[src/rtl/ps2_mouse_receiver.sv]
// PS/2 device-to-host byte receiver. BYTE_READY pulses one cycle after the stop-bit edge.
// There is no backpressure: READ_ENABLE low aborts or blocks frames, and each byte is reported once.
module ps2_mouse_receiver #(
    parameter int TIMEOUT_CYCLES = 50000
) (
    input  logic       CLK,
    input  logic       RESET,
    input  logic       CLK_MOUSE_IN,
    input  logic       DATA_MOUSE_IN,
    input  logic       READ_ENABLE,
    output logic [7:0] BYTE_READ,
    output logic [1:0] BYTE_ERROR_CODE,
    output logic       BYTE_READY
);

    localparam int TW = ($clog2(TIMEOUT_CYCLES) < 1) ? 1 : $clog2(TIMEOUT_CYCLES);
    localparam logic [TW-1:0] TIMEOUT_LAST = TW'(TIMEOUT_CYCLES - 1);

    typedef enum logic [2:0] {
        IDLE,
        DATA,
        PARITY,
        STOP,
        DONE
    } state_t;

    state_t          state;
    logic            clk_meta;
    logic            clk_sync;
    logic            clk_prev;
    logic            data_meta;
    logic            data_sync;
    logic [2:0]      bit_cnt;
    logic [TW-1:0]   timeout_cnt;
    logic [7:0]      shift_reg;
    logic            parity_err;
    logic            fall;

    assign fall = clk_prev & ~clk_sync;

    always_ff @(posedge CLK) begin
        if (RESET) begin
            state           <= IDLE;
            clk_meta        <= 1'b1;
            clk_sync        <= 1'b1;
            clk_prev        <= 1'b1;
            data_meta       <= 1'b1;
            data_sync       <= 1'b1;
            bit_cnt         <= '0;
            timeout_cnt     <= '0;
            shift_reg       <= 8'h00;
            parity_err      <= 1'b0;
            BYTE_READ       <= 8'h00;
            BYTE_ERROR_CODE <= 2'b00;
            BYTE_READY      <= 1'b0;
        end else begin
            clk_meta   <= CLK_MOUSE_IN;
            clk_sync   <= clk_meta;
            clk_prev   <= clk_sync;
            data_meta  <= DATA_MOUSE_IN;
            data_sync  <= data_meta;
            BYTE_READY <= 1'b0;

            case (state)
                IDLE: begin
                    if (fall && READ_ENABLE && !data_sync) begin
                        state       <= DATA;
                        bit_cnt     <= '0;
                        timeout_cnt <= '0;
                    end
                end
                DATA, PARITY, STOP: begin
                    // Abort beats a coincident edge; an edge beats a coincident timeout.
                    if (!READ_ENABLE) begin
                        state <= IDLE;
                    end else if (fall) begin
                        timeout_cnt <= '0;
                        case (state)
                            DATA: begin
                                shift_reg[bit_cnt] <= data_sync;
                                if (bit_cnt == 3'd7) begin
                                    state <= PARITY;
                                end else begin
                                    bit_cnt <= bit_cnt + 3'd1;
                                end
                            end
                            PARITY: begin
                                parity_err <= ~(^shift_reg ^ data_sync);
                                state      <= STOP;
                            end
                            default: begin
                                // Outputs are loaded on entry to DONE so they are valid with the pulse.
                                BYTE_READ       <= shift_reg;
                                BYTE_ERROR_CODE <= {~data_sync, parity_err};
                                BYTE_READY      <= 1'b1;
                                state           <= DONE;
                            end
                        endcase
                    end else if (timeout_cnt == TIMEOUT_LAST) begin
                        state <= IDLE;
                    end else begin
                        timeout_cnt <= timeout_cnt + 1'b1;
                    end
                end
                default: begin
                    state <= IDLE;
                end
            endcase
        end
    end

endmodule

[config.mk]
export PLATFORM = sky130hd
export DESIGN_NAME = ps2_mouse_receiver
export DESIGN_NICKNAME = d
export VERILOG_FILES = /design/src/rtl/ps2_mouse_receiver.sv
export SDC_FILE = /design/constraint.sdc
export NUM_CORES = 1
export LEC_CHECK = 0
export CORE_MARGIN = 10
export CORE_UTILIZATION = 25
export CTS_BUF_LIST = sky130_fd_sc_hd__clkbuf_8
export DETAILED_ROUTE_END_ITERATION = 8
export RECOVER_POWER = 25
export SLEW_MARGIN = 5
export SYNTH_ARGS = -nofsm -noshare
export SYNTH_HDL_FRONTEND = slang
export SYNTH_SLANG_ARGS = --single-unit
[constraint.sdc]
create_clock -name CLK -period 2.2 [get_ports CLK]
set_input_delay 0.66 -clock CLK [delete_from_list [all_inputs] [get_ports CLK]]
set_output_delay 0.66 -clock CLK [all_outputs]
set_load 0.02 [all_outputs]
* Word level (Yosys, flattened, before mapping) *
Cells that the tools add are included.

storage, ports and cells
  bits in registers = 47
  input bits = 5
  word-level logic and storage cells = 77

cells by class
  add/sub/neg operators = 2
  magnitude comparators = 2
  equality and inequality tests = 13
  muxes and demuxes = 22
  bitwise gates (word level) = 9
  reductions and logical operators = 16

operator list
  operator               count
  $mux 16                4
  $pmux 16 s2            1
  $mux 3                 10
  $pmux 3 s2             3
  $add 16x1->16 const B  1
  $eq 16x16->1 const B   1
  $reduce_and 4->1       4
  $ne 2x2->1 const B     5
  $bwmux 8               1
  $reduce_xor 8->1       1
  $not 1->1              7
  $eq 3x2->1 const B     2
  $reduce_and 6->1       1
  $ne 5x5->1 const B     1
  $lt 3x4->1 const B     1
  $ne 4x4->1 const B     1
  $reduce_or 4->1        1
  $add 3x1->3 const B    1
  $demux 1 s3            1
  $eq 3x1->1 const B     1
  $eq 3x3->1 const B     1
  $ge 3x1->1 const B     1
  $logic_and 1x1->1      3
  $logic_not 3->1        1
  other kinds (9)        10

* Logic depth before layout (Yosys ltp) *
  depth after elaboration = 6
  depth in mapped cells = 7

* Worst setup path before layout *
Ideal clock, no wire load.

  path kind = input to register
  start point = input port READ_ENABLE
  end point = register shift_reg[1]
  data arrival time = 1,711 ps
  data required time = 2,072 ps
  path slack = 362 ps
  stages = 5
  path through = nand4bb_1 > nor4b_1 > nand3_1 > mux2i_1 > nor2_1

on the way
  word-level cells in the longest chain between the ends = 1

RTL lines
  element                        RTL line  RTL
  start, declared                10        input logic READ_ENABLE,
  $reduce_and 4->1 (no line)     --
  end signal, assigned by index  80        shift_reg[bit_cnt] <= data_sync;
  end, declared                  35        logic [7:0] shift_reg;

No other way between the ends.
A chain may end at the register's enable or synchronous reset.

* Worst setup path after layout *
  start point = input port READ_ENABLE
  end point = register state[0]

on the way
  word-level cells in the longest chain between the ends = 4

RTL lines
  element                          RTL line  RTL
  $logic_and 1x1->1 (2 in series)  66        if (fall && READ_ENABLE && !data_sync) begin
  $ne 2x2->1 (no line)             --
  $reduce_and 3->1 (no line)       --
  end signal, assigned             67        state <= DATA;
  end signal, assigned             75        state <= IDLE;
  end signal, assigned             82        state <= PARITY;
  end, declared                    27        state_t state;

Parallel ways exist; a longest one is shown, timed or not.

==> flow_summary.json <==
{
  "cts_tree": "yes",
  "cts-root-buf": "clkbuf_8",
  "synth-edff-count": 0,
  "cts_buffers": 5,
  "finalCritPeriodShare_pct": 96.0,
  "initial_core_util_pct": 25.9,
  "nets": 295,
  "drc_errors": 0,
  "drtIter0Drc": 160,
  "skew_ns": 0.00825,
  "grt_pass1_vias": 1852,
  "viasPerCell": 4.87,
  "dieWidth_um": 115,
  "die_area_sq_um": 13300,
  "drt-total-wl_um": 4870,
  "clk_path_buf_depth": 2,
  "tightest_slew_ns": 0.474,
  "antenna_cells": 0,
  "netlist_instances": 254,
  "crit_required_ns": 2.40,
  "met3_length_um": 145,
  "worstPathArrival_ns": 2.31,
  "whs_ns": 0.419,
  "drive_above_1_share_pct": 17.4,
  "stdcell_area_sq_um": 2760,
  "async_reset_ff_share_pct": 0,
  "post_drt_wl_per_cell_um": 12.3,
  "grt_use_total_pct": 7.77,
  "crit_type": "in2reg",
  "fin_util_pct": 31.5,
  "ir_drop_mv": 0.260,
  "critPathLaunchType": "primary input",
  "io_pins": 16,
  "antenna_found_initial": 0,
  "cts.clk_slew.worst_paths_ns": 0.09,
  "dr.pass1.iters": 4,
  "synth.cell_area_sq_um": 2270,
  "grt_first_pass_wirelength_um": 8690,
  "grt_max_degree": 33,
  "ys_seq_area_share_pct": 41.5,
  "synth-seq-cells": 47,
  "rr_startpoint": "timeout_cnt[0]",
  "relSlewSlack_pct": 68.3,
  "powerDensity_nw_per_um2": 590,
  "grt.overflow.total": 0,
  "cts_resized": 0,
  "via_count": 1928,
  "timing.final.hold_violations": 0,
  "cts.sinks": 47,
  "met2_length_um": 2200,
  "syn_nets": 262,
  "ant_nets": 0,
  "end_kind": "flop",
  "pre_cts_ws_ns": -0.214,
  "largest_reg_flops": 16,
  "io_buffers": 15,
  "top_layer": "met4",
  "status": "finished, final reports clean",
  "place_hpwl_um": 3560,
  "gp_congestion": 0.765,
  "max_freq_ghz": 0.474,
  "syn_to_final_growth_pct": 21.9,
  "core_area_sq_um": 8760,
  "place_area_sq_um": 2670,
  "yosysWarnings": 0,
  "crit_path_top_delay_cell": "clkdlybuf4s50_1",
  "synth.avg_cell_area_sq_um": 8.93,
  "setup_viol": 0,
  "power.leakage_uw": 0.00106,
  "worst_path_largest_cell_delay_ns": 0.54,
  "synthFlopType": "dfxtp_1",
  "fin_ws_ns": 0.0884,
  "clock_latency_ns": 0.30,
  "min_from": "data_meta",
  "crit_chain": "clkdlybuf4s50_1 -> nand3b_1 -> or3b_2 -> a211o_1 -> a31o_2",
  "finalMaxSlewViolations": 0,
  "wl_met1_um": 2450,
  "cp_max_fo": 5,
  "rsz0062_at_grt": "no",
  "crit_start": "READ_ENABLE",
  "cts_hold_buf": 0,
  "ctsHtreeMaxLevel": 2,
  "die_h_um": 115,
  "postCtsSetupBuffers": 0,
  "hp-class": "reg2reg",
  "ys_types": 54,
  "num_rows": 34,
  "maxCapViolCount": 0,
  "fin_crit_ns": 2.11
}
## critical path: cells and delay by family
kind / cells / cell delay (ns)
buffers and inverters: 1 / 0.54
AOI/OAI and AO/OA: 2 / 0.55
and+or+nand+nor: 2 / 0.56
## cell families (layout without fill, tap and decap cells)
| family | count (synthesis) | after routing | share of synthesized area, % |
|---|---|---|---|
| fa+ha+maj | 3 | 3 | 1.66 |
| flops | 47 | 47 | 41.5 |
| compound gates | 52 | 52 | 15.8 |
| mux | 16 | 16 | 7.06 |
| simple gates | 113 | 113 | 27.0 |
| xor+xnor | 8 | 8 | 3.09 |
| buf+inv | 15 | 49 | 3.86 |
## report_power, final
part / internal [uW] / total [uW] / leakage, uW / switching, uW
logic: 80.5 / 188 / 0.000634 / 108
clock network: 286 / 573 / 0.0000505 / 287
registers: 859 / 867 / 0.000380 / 8.02
total: 1230 / 1630 / 0.00106 / 403
## synth_stat cells (3+ instances only)
| cell type | count | area share, % |
|---|---|---|
| buf_2 | 3 | 0.66 |
| nand3b_1 | 3 | 0.99 |
| nand2b_1 | 3 | 0.83 |
| nor3_1 | 7 | 1.5 |
| o21ai_0 | 10 | 2.2 |
| dfxtp_1 | 47 | 42 |
| xnor2_1 | 6 | 2.3 |
| nand2_1 | 20 | 3.3 |
| o211ai_1 | 5 | 1.7 |
| nor2_1 | 33 | 5.5 |
| a21oi_1 | 20 | 4.4 |
| nand4b_1 | 4 | 1.5 |
| o31ai_1 | 3 | 0.99 |
| mux2i_1 | 16 | 7.1 |
| ha_1 | 3 | 1.7 |
| or2_2 | 5 | 1.4 |
| clkbuf_1 | 7 | 1.2 |
| and3_1 | 3 | 0.83 |
| nand3_1 | 16 | 3.5 |
## final cells by class
cell class | count | area [sq um]
clock buffer | 7 | 96.3
clock inverter | 1 | 7.51
fill | 928 | 6000
inverter | 2 | 7.51
multi-input combinational | 192 | 1240
sequential | 47 | 941
tap | 108 | 135
timing repair buffer | 39 | 337
## final timing paths
path | end | slack, ns | cells past startpoint
min reg2reg | data_sync | 0.42 | 1
min | data_sync | 0.42 | 1
max | state[0] | 0.09 | 5
max reg2reg | timeout_cnt[1] | 0.19 | 7
## per-layer routing
layer	vias up	track usage [%]
li1	977	-
met1	916	10.1
met2	29	12.2
met3	6	1.82
met4	0	2.97
met5	-	0
## placed cells by master, fill, tap and decap left out, types with 2 or more instances in the layout
cell,n
nand3_1,16
or3_1,2
nor3_1,7
xor2_1,2
dfxtp_1,47
and3_1,3
nand4b_1,4
o21ai_0,10
o211ai_1,5
dlygate4sd3_1,8
clkbuf_8,7
o31ai_1,3
mux2i_1,16
nor2_1,33
buf_4,21
inv_1,2
nand3b_1,3
nand4bb_1,2
xnor2_1,6
or2_2,5
nand2b_1,3
clkdlybuf4s50_1,7
nand2_1,20
a21oi_1,20
ha_1,3
## metrics by stage
stage / power, uW / setup TNS (ns) / instances
6_report: 1630 / 0 / 396
2_1_floorplan: 1010 / 0 / 254
3_3_place_gp: 1070 / -1.59 / 388
5_1_grt: 1710 / 0 / 396
3_5_place_dp: 1080 / -2.46 / 388
4_1_cts: 1650 / 0 / 396
Power figures use the tool's default switching activity.
